### src/rtl/mux4_scan_pkg.sv
// Shared types and constants for the 4:1 mux scan sequencer.
// Latency: n/a (package only).
// Backpressure: n/a (package only).
//
// Contents: FSM state enum, select/channel widths, dwell counter width and
// a helper that picks the lowest non-skipped channel at or above a start
// index.
package mux4_scan_pkg;

  localparam int SEL_W  = 2;
  localparam int NUM_CH = 4;
  localparam int CNT_W  = 8;

  typedef enum logic [1:0] {
    IDLE,
    SETTLE,
    CAPTURE,
    PRESENT
  } scan_state_t;

  typedef struct packed {
    logic             hit;
    logic [SEL_W-1:0] ch;
  } ch_pick_t;

  // Lowest channel index >= from whose skip bit is clear. 'from' is one bit
  // wider than a select so that "past the last channel" (4) is expressible.
  function automatic ch_pick_t next_ch(input logic [NUM_CH-1:0] skip,
                                       input logic [SEL_W:0]    from);
    ch_pick_t pick;
    pick.hit = 1'b0;
    pick.ch  = '0;
    for (int i = NUM_CH - 1; i >= 0; i--) begin
      if (i >= int'(from) && !skip[i]) begin
        pick.hit = 1'b1;
        pick.ch  = SEL_W'(i);
      end
    end
    return pick;
  endfunction

endpackage

### src/rtl/mux4_dwell_counter.sv
// Loadable down-counter that times the settle dwell of each channel.
// Latency: zero flag reflects the registered count; load takes effect next clock.
// Backpressure: none; counts down every clock and parks at zero.
//
// Ports:
//   CLK      - clock, rising edge
//   RESET    - asynchronous active-high reset, clears the count
//   load     - load load_val on the next edge (has priority over counting)
//   load_val - value to load
//   zero     - high while the count is zero
module mux4_dwell_counter
  import mux4_scan_pkg::*;
(
  input  logic             CLK,
  input  logic             RESET,
  input  logic             load,
  input  logic [CNT_W-1:0] load_val,
  output logic             zero
);

  logic [CNT_W-1:0] cnt_q;
  logic [CNT_W-1:0] cnt_d;

  always_comb begin
    cnt_d = cnt_q;
    if (load) begin
      cnt_d = load_val;
    end else if (cnt_q != '0) begin
      cnt_d = cnt_q - 1'b1;
    end
  end

  always_ff @(posedge CLK or posedge RESET) begin
    if (RESET) begin
      cnt_q <= '0;
    end else begin
      cnt_q <= cnt_d;
    end
  end

  assign zero = (cnt_q == '0);

endmodule

### src/rtl/mux4_scan_sequencer.sv
// Steps an external 4:1 mux through its channels and assembles a 4-bit word.
// Latency: VALID rises 4*(DWELL_CYCLES+1) clocks after the scan-start edge.
// Backpressure: VALID/DOUT held until a VALID&READY edge; READY ignored elsewhere.
//
// Ports:
//   CLK    - clock, rising edge
//   RESET  - asynchronous active-high reset; aborts any scan in progress
//   EN     - scan request, checked in IDLE and at word acceptance only
//   MASK   - per-channel skip mask (only honoured with MUX4_SCAN_MASK_EN)
//   Y      - output of the external mux
//   SEL    - select driving the external mux
//   DOUT   - assembled word, DOUT[n] = Y sampled with SEL==n
//   VALID  - DOUT holds a complete word
//   READY  - downstream accepts the word
//
// Optional feature: define MUX4_SCAN_MASK_EN to skip channels whose MASK bit
// is set. MASK is latched at scan start; skipped channels read as 0.
module mux4_scan_sequencer
  import mux4_scan_pkg::*;
#(
  parameter int unsigned DWELL_CYCLES = 4
) (
  input  logic              CLK,
  input  logic              RESET,
  input  logic              EN,
  input  logic [NUM_CH-1:0] MASK,
  input  logic              Y,
  output logic [SEL_W-1:0]  SEL,
  output logic [NUM_CH-1:0] DOUT,
  output logic              VALID,
  input  logic              READY
);

  localparam logic [CNT_W-1:0] LOAD_VAL = CNT_W'(DWELL_CYCLES - 1);

  scan_state_t       state_q, state_d;
  logic [SEL_W-1:0]  sel_q, sel_d;
  logic [NUM_CH-1:0] shadow_q, shadow_d;
  logic [NUM_CH-1:0] dout_q, dout_d;
  logic              valid_q, valid_d;

  logic              cnt_load;
  logic              cnt_zero;
  logic              start_scan;

  // scan_mask: mask applied to a scan that starts this clock.
  // mask_q:    mask held for the scan in progress.
  logic [NUM_CH-1:0] scan_mask;
  logic [NUM_CH-1:0] mask_q;

  ch_pick_t          first_pick;
  ch_pick_t          next_pick;

`ifdef MUX4_SCAN_MASK_EN
  logic [NUM_CH-1:0] mask_d;

  assign scan_mask = MASK;

  always_comb begin
    mask_d = mask_q;
    if (start_scan) begin
      mask_d = MASK;
    end
  end

  always_ff @(posedge CLK or posedge RESET) begin
    if (RESET) begin
      mask_q <= '0;
    end else begin
      mask_q <= mask_d;
    end
  end
`else
  logic unused_mask;

  assign scan_mask   = '0;
  assign mask_q      = '0;
  assign unused_mask = ^MASK;
`endif

  assign first_pick = next_ch(scan_mask, '0);
  assign next_pick  = next_ch(mask_q, {1'b0, sel_q} + 3'd1);

  mux4_dwell_counter u_dwell (
    .CLK      (CLK),
    .RESET    (RESET),
    .load     (cnt_load),
    .load_val (LOAD_VAL),
    .zero     (cnt_zero)
  );

  always_comb begin
    state_d    = state_q;
    sel_d      = sel_q;
    shadow_d   = shadow_q;
    dout_d     = dout_q;
    valid_d    = valid_q;
    cnt_load   = 1'b0;
    start_scan = 1'b0;

    case (state_q)
      IDLE: begin
        sel_d   = '0;
        valid_d = 1'b0;
        if (EN) begin
          start_scan = 1'b1;
        end
      end

      SETTLE: begin
        if (cnt_zero) begin
          state_d = CAPTURE;
        end
      end

      CAPTURE: begin
        // A masked channel only reaches CAPTURE when every channel is
        // masked; it then acts as a one-clock pass that records a 0.
        shadow_d[sel_q] = Y & ~mask_q[sel_q];
        if (next_pick.hit) begin
          sel_d    = next_pick.ch;
          cnt_load = 1'b1;
          state_d  = SETTLE;
        end else begin
          // Last channel: the word includes the bit captured this clock.
          dout_d  = shadow_d;
          valid_d = 1'b1;
          sel_d   = '0;
          state_d = PRESENT;
        end
      end

      PRESENT: begin
        if (READY) begin
          valid_d = 1'b0;
          if (EN) begin
            start_scan = 1'b1;
          end else begin
            state_d = IDLE;
          end
        end
      end

      default: begin
        state_d = IDLE;
      end
    endcase

    // Common scan start, from IDLE or back-to-back from PRESENT.
    if (start_scan) begin
      shadow_d = '0;
      if (first_pick.hit) begin
        sel_d    = first_pick.ch;
        cnt_load = 1'b1;
        state_d  = SETTLE;
      end else begin
        sel_d   = '0;
        state_d = CAPTURE;
      end
    end
  end

  always_ff @(posedge CLK or posedge RESET) begin
    if (RESET) begin
      state_q  <= IDLE;
      sel_q    <= '0;
      shadow_q <= '0;
      dout_q   <= '0;
      valid_q  <= 1'b0;
    end else begin
      state_q  <= state_d;
      sel_q    <= sel_d;
      shadow_q <= shadow_d;
      dout_q   <= dout_d;
      valid_q  <= valid_d;
    end
  end

  assign SEL   = sel_q;
  assign DOUT  = dout_q;
  assign VALID = valid_q;

endmodule

### config.mk
export PLATFORM = sky130hd
export DESIGN_NAME = mux4_scan_sequencer
export DESIGN_NICKNAME = d
export VERILOG_FILES = /design/src/rtl/mux4_scan_pkg.sv /design/src/rtl/mux4_dwell_counter.sv /design/src/rtl/mux4_scan_sequencer.sv
export SDC_FILE = /design/constraint.sdc
export NUM_CORES = 1
export LEC_CHECK = 0
export ABC_AREA = 1
export CELL_PAD_IN_SITES_DETAIL_PLACEMENT = 1
export CELL_PAD_IN_SITES_GLOBAL_PLACEMENT = 1
export CORE_ASPECT_RATIO = 1.5
export CORE_MARGIN = 4
export CORE_UTILIZATION = 45
export DETAILED_ROUTE_END_ITERATION = 12
export DONT_BUFFER_PORTS = 1
export HOLD_SLACK_MARGIN = 0.05
export PLACE_DENSITY_LB_ADDON = 0.15
export SETUP_SLACK_MARGIN = 0.3
export SKIP_CTS_REPAIR_TIMING = 1
export SLEW_MARGIN = 20
export SYNTH_ARGS = -nofsm -noshare
export SYNTH_HDL_FRONTEND = slang
export SYNTH_SLANG_ARGS = --single-unit
export TNS_END_PERCENT = 20
### constraint.sdc
create_clock -name CLK -period 4.2 [get_ports CLK]
set_clock_uncertainty 0.1 [all_clocks]
set_input_delay 0.63 -clock CLK [delete_from_list [all_inputs] [get_ports CLK]]
set_output_delay 0.63 -clock CLK [all_outputs]
set_load 0.02 [all_outputs]
==> results.sh <==
export IMPL_switching_share_pct=45.5
export IMPL_grt_setup_unrepaired="no"
export IMPL_syn_avg_cell_area_um2=8.49
export IMPL_clockRootBuffer="clkbuf_8"
export IMPL_first_global_vias=1096
export IMPL_seqPwrFrac_pct=34.4
export IMPL_routed_wl_met3_um=50
export IMPL_power_internal_uw=587
export IMPL_dieArea_um2=3680
export IMPL_routabilityCongestion=0.756
export IMPL_crit_chain="inv_1, ha_1, inv_4, or2_4, nand2_8, inv_1, nand3_1, nor2_1"
export IMPL_hpwl_um=2050
export IMPL_ant_nets=0
export IMPL_clk_path_buf_depth=2
export IMPL_vias_per_cell=5.04
export IMPL_nNetsFinal=169
export IMPL_max_cap_viol_count=0
export IMPL_drive_gt1_share_pct=12.2
export IMPL_drc=0
export IMPL_cellLeakagePower_nw=0.699
export IMPL_maxSlewHeadroom_pct=49.0
export IMPL_cp_required_ns=4.25
export IMPL_m1WireLength_um=1060
export IMPL_cts_buffers=3
export IMPL_worstSetupPathType="flip-flop to flip-flop"
export IMPL_comb_power_share_pct=47.6
export IMPL_holdCritPathClass="primary input to asynchronous set/reset pin"
export IMPL_crit_fanout=9
export IMPL_startpoint_type="flip-flop"
export IMPL_critPathCaptureType="flip-flop"
export IMPL_instances_no_fill=185
export IMPL_drt_initial_drc_count=17
export IMPL_route_met2_wl_um=1460
export IMPL_path_buf_inv=3
export IMPL_place_inst=181
export IMPL_finalSetupViolCount=0
export IMPL_max_freq_mhz=532
export IMPL_htreeDepth=1
export IMPL_io_buffers=0
export IMPL_clock_sinks=20
export IMPL_synth_fp_nets=166
export IMPL_clock_power_share_pct=18.0
export IMPL_p_per_area_nw_per_um2=807
export IMPL_antenna_found_initial=0
export IMPL_worstMarginPinSlew_ns=0.764
export IMPL_reg2reg_depth=8
export IMPL_p_switching_uw=490
export IMPL_crit_start="state_q[0]"
export IMPL_crit_path_frequent_cell="inv_1"
export IMPL_areaGrowthSynthToFinish_pct=7.67
export IMPL_r2r_slack_ns=2.32
export IMPL_outcome="finished, final reports clean"
export IMPL_antennaDiodeCount=0
export IMPL_grt_pass1_wl_um=4980
export IMPL_cpLargestDelayFamily="simple AND/OR/NAND/NOR gates"
export IMPL_cp_arrival_ns=1.93
export IMPL_synth_seq_cells=20
export IMPL_cts_tree="built"
export IMPL_netlist_area_um2=1240
export IMPL_cpPeakStageDelay_ns=0.44
export IMPL_tns_ns=0
export IMPL_wire_per_inst_um=14.2
export IMPL_wl_um=2630
export IMPL_slew_violations=0
export IMPL_crit_cells=8
export IMPL_place_area_um2=1260
export IMPL_num_vias=932
export IMPL_final_area_um2=1340
export IMPL_ys_types=25
export IMPL_finalPower_mw=1.08
export IMPL_reg2reg_from="state_q[0]"
export IMPL_grt_max_degree=21
export IMPL_die_w_um=50.9
export IMPL_clk_latency_ns=0.26
export IMPL_start_util_pct=46.8
export IMPL_coreArea_um2=2650
export IMPL_period_share_pct=44.8
export IMPL_yosysSeqAreaShare_pct=40.4
export IMPL_dr_pass1_iters=4
export IMPL_r2r_end="u_dwell.cnt_q[6]"
export IMPL_grt_overflow=0
export IMPL_syn_inst=146
export IMPL_path_clk_slew_ns=0.08
export IMPL_ys_warn_count=0
export IMPL_fp_dieH_um=72.3
export IMPL_hold_viol_final=0
export IMPL_fin_util_pct=50.4
export IMPL_rows=23
export IMPL_grt_util_all_layers_pct=17.9
export IMPL_irDropWorstVdd_mv=0.367
export IMPL_highest_layer="met4"
export IMPL_critical_path_slowest_cell="dfrtp_1"
export IMPL_ios=16
export IMPL_period_minus_slack_ns=1.88
export IMPL_cp_endpoint="u_dwell.cnt_q[6]"
metal layers:
| metal | GRT usage (%) | vias up |
|---|---|---|
| li1 | - | 462 |
| met5 | 0 | - |
| met1 | 20.3 | 453 |
| met2 | 33.4 | 11 |
| met3 | 1.85 | 6 |
| met4 | 7.19 | 0 |
flip-flops by register name, summed over array words and instances, names as in the netlist:
name,flops
SEL,2
VALID,1
state_q,2
u_dwell.cnt_q,8
DOUT,4
shadow_q,3
cells in the final DEF, fill, tap and decap left out:
cell / instances
a21oi_1: 3
bufinv_16: 1
clkbuf_8: 3
dfrtp_1: 20
ha_1: 11
inv_1: 23
inv_4: 1
mux2_2: 2
nand2_1: 32
nand2_2: 2
nand2_4: 1
nand2_8: 1
nand3_1: 6
nand3_2: 3
nand3b_1: 1
nand4_1: 3
nor2_1: 14
nor2_4: 2
nor3_1: 2
nor3_2: 1
nor4_1: 1
o211ai_1: 2
o21ai_0: 8
o31ai_1: 1
or2_4: 1
xor2_1: 3
logic make-up after synthesis:
logic type / synth area share, %
xor+xnor: 2.12
mux: 1.82
fa+ha+maj: 11.1
simple gates: 29.1
buf+inv: 9.28
compound gates: 6.26
flops: 40.4
Yosys cell counts:
master    instances  area share [%]
o21ai_0           8             3.2
nor2_4            2             1.8
nor4_1            1            0.50
nand4_1           3             1.5
nand2_1          32             9.7
o31ai_1           1            0.61
nor2_1           14             4.2
nor3_2            1            0.81
ha_1             11              11
mux2_2            2             1.8
nand2_8           1             1.6
o211ai_1          2             1.2
nand2_2           2             1.0
buf_6             2             1.8
nor3_1            2            0.81
or2_4             1            0.71
xor2_1            3             2.1
nand3_2           3             2.4
dfrtp_1          20              40
inv_4             1            0.50
nand2_4           1            0.91
a21oi_1           3             1.2
inv_1            23             7.0
nand3_1           6             2.4
nand3b_1          1            0.61
stage by stage:
stage                     hold WS (ns)  setup slack, ns
after floorplan                  0.349             2.59
after CTS                        0.327             2.30
after global placement           0.365             2.41
after detailed placement         0.375             2.35
final                            0.294             2.32
after global routing             0.365             2.17
worst min path at each step:
stage	startpoint	slack, ns	cells after the start	endpoint
after floorplan	u_dwell.cnt_q[0]	0.35	2	u_dwell.cnt_q[0]
after global placement	u_dwell.cnt_q[0]	0.37	2	u_dwell.cnt_q[0]
after detailed placement	u_dwell.cnt_q[0]	0.37	2	u_dwell.cnt_q[0]
after CTS	RESET	0.33	1	DOUT[3]
after global routing	RESET	0.37	1	u_dwell.cnt_q[2]
final	RESET	0.29	1	u_dwell.cnt_q[2]
power groups by stage:
stage                     combinational (mW)  sequential, mW  clock, mW
after detailed placement               0.518           0.377          0
after global placement                 0.496           0.371          0
final                                  0.513           0.371      0.193
after floorplan                        0.433           0.358          0
after global routing                   0.610           0.383      0.207
after CTS                              0.523           0.374      0.197
area by class of cell:
class                   instances  area (µm²)
inverters                      24        92.6
clock buffers                   3        41.3
clock inverters                 1        30.0
fillers                       331        1310
multi-input cells             100         624
flip-flops and latches         20         500
well taps                      37        46.3
No activity file was read; power rests on OpenSTA's default activity.
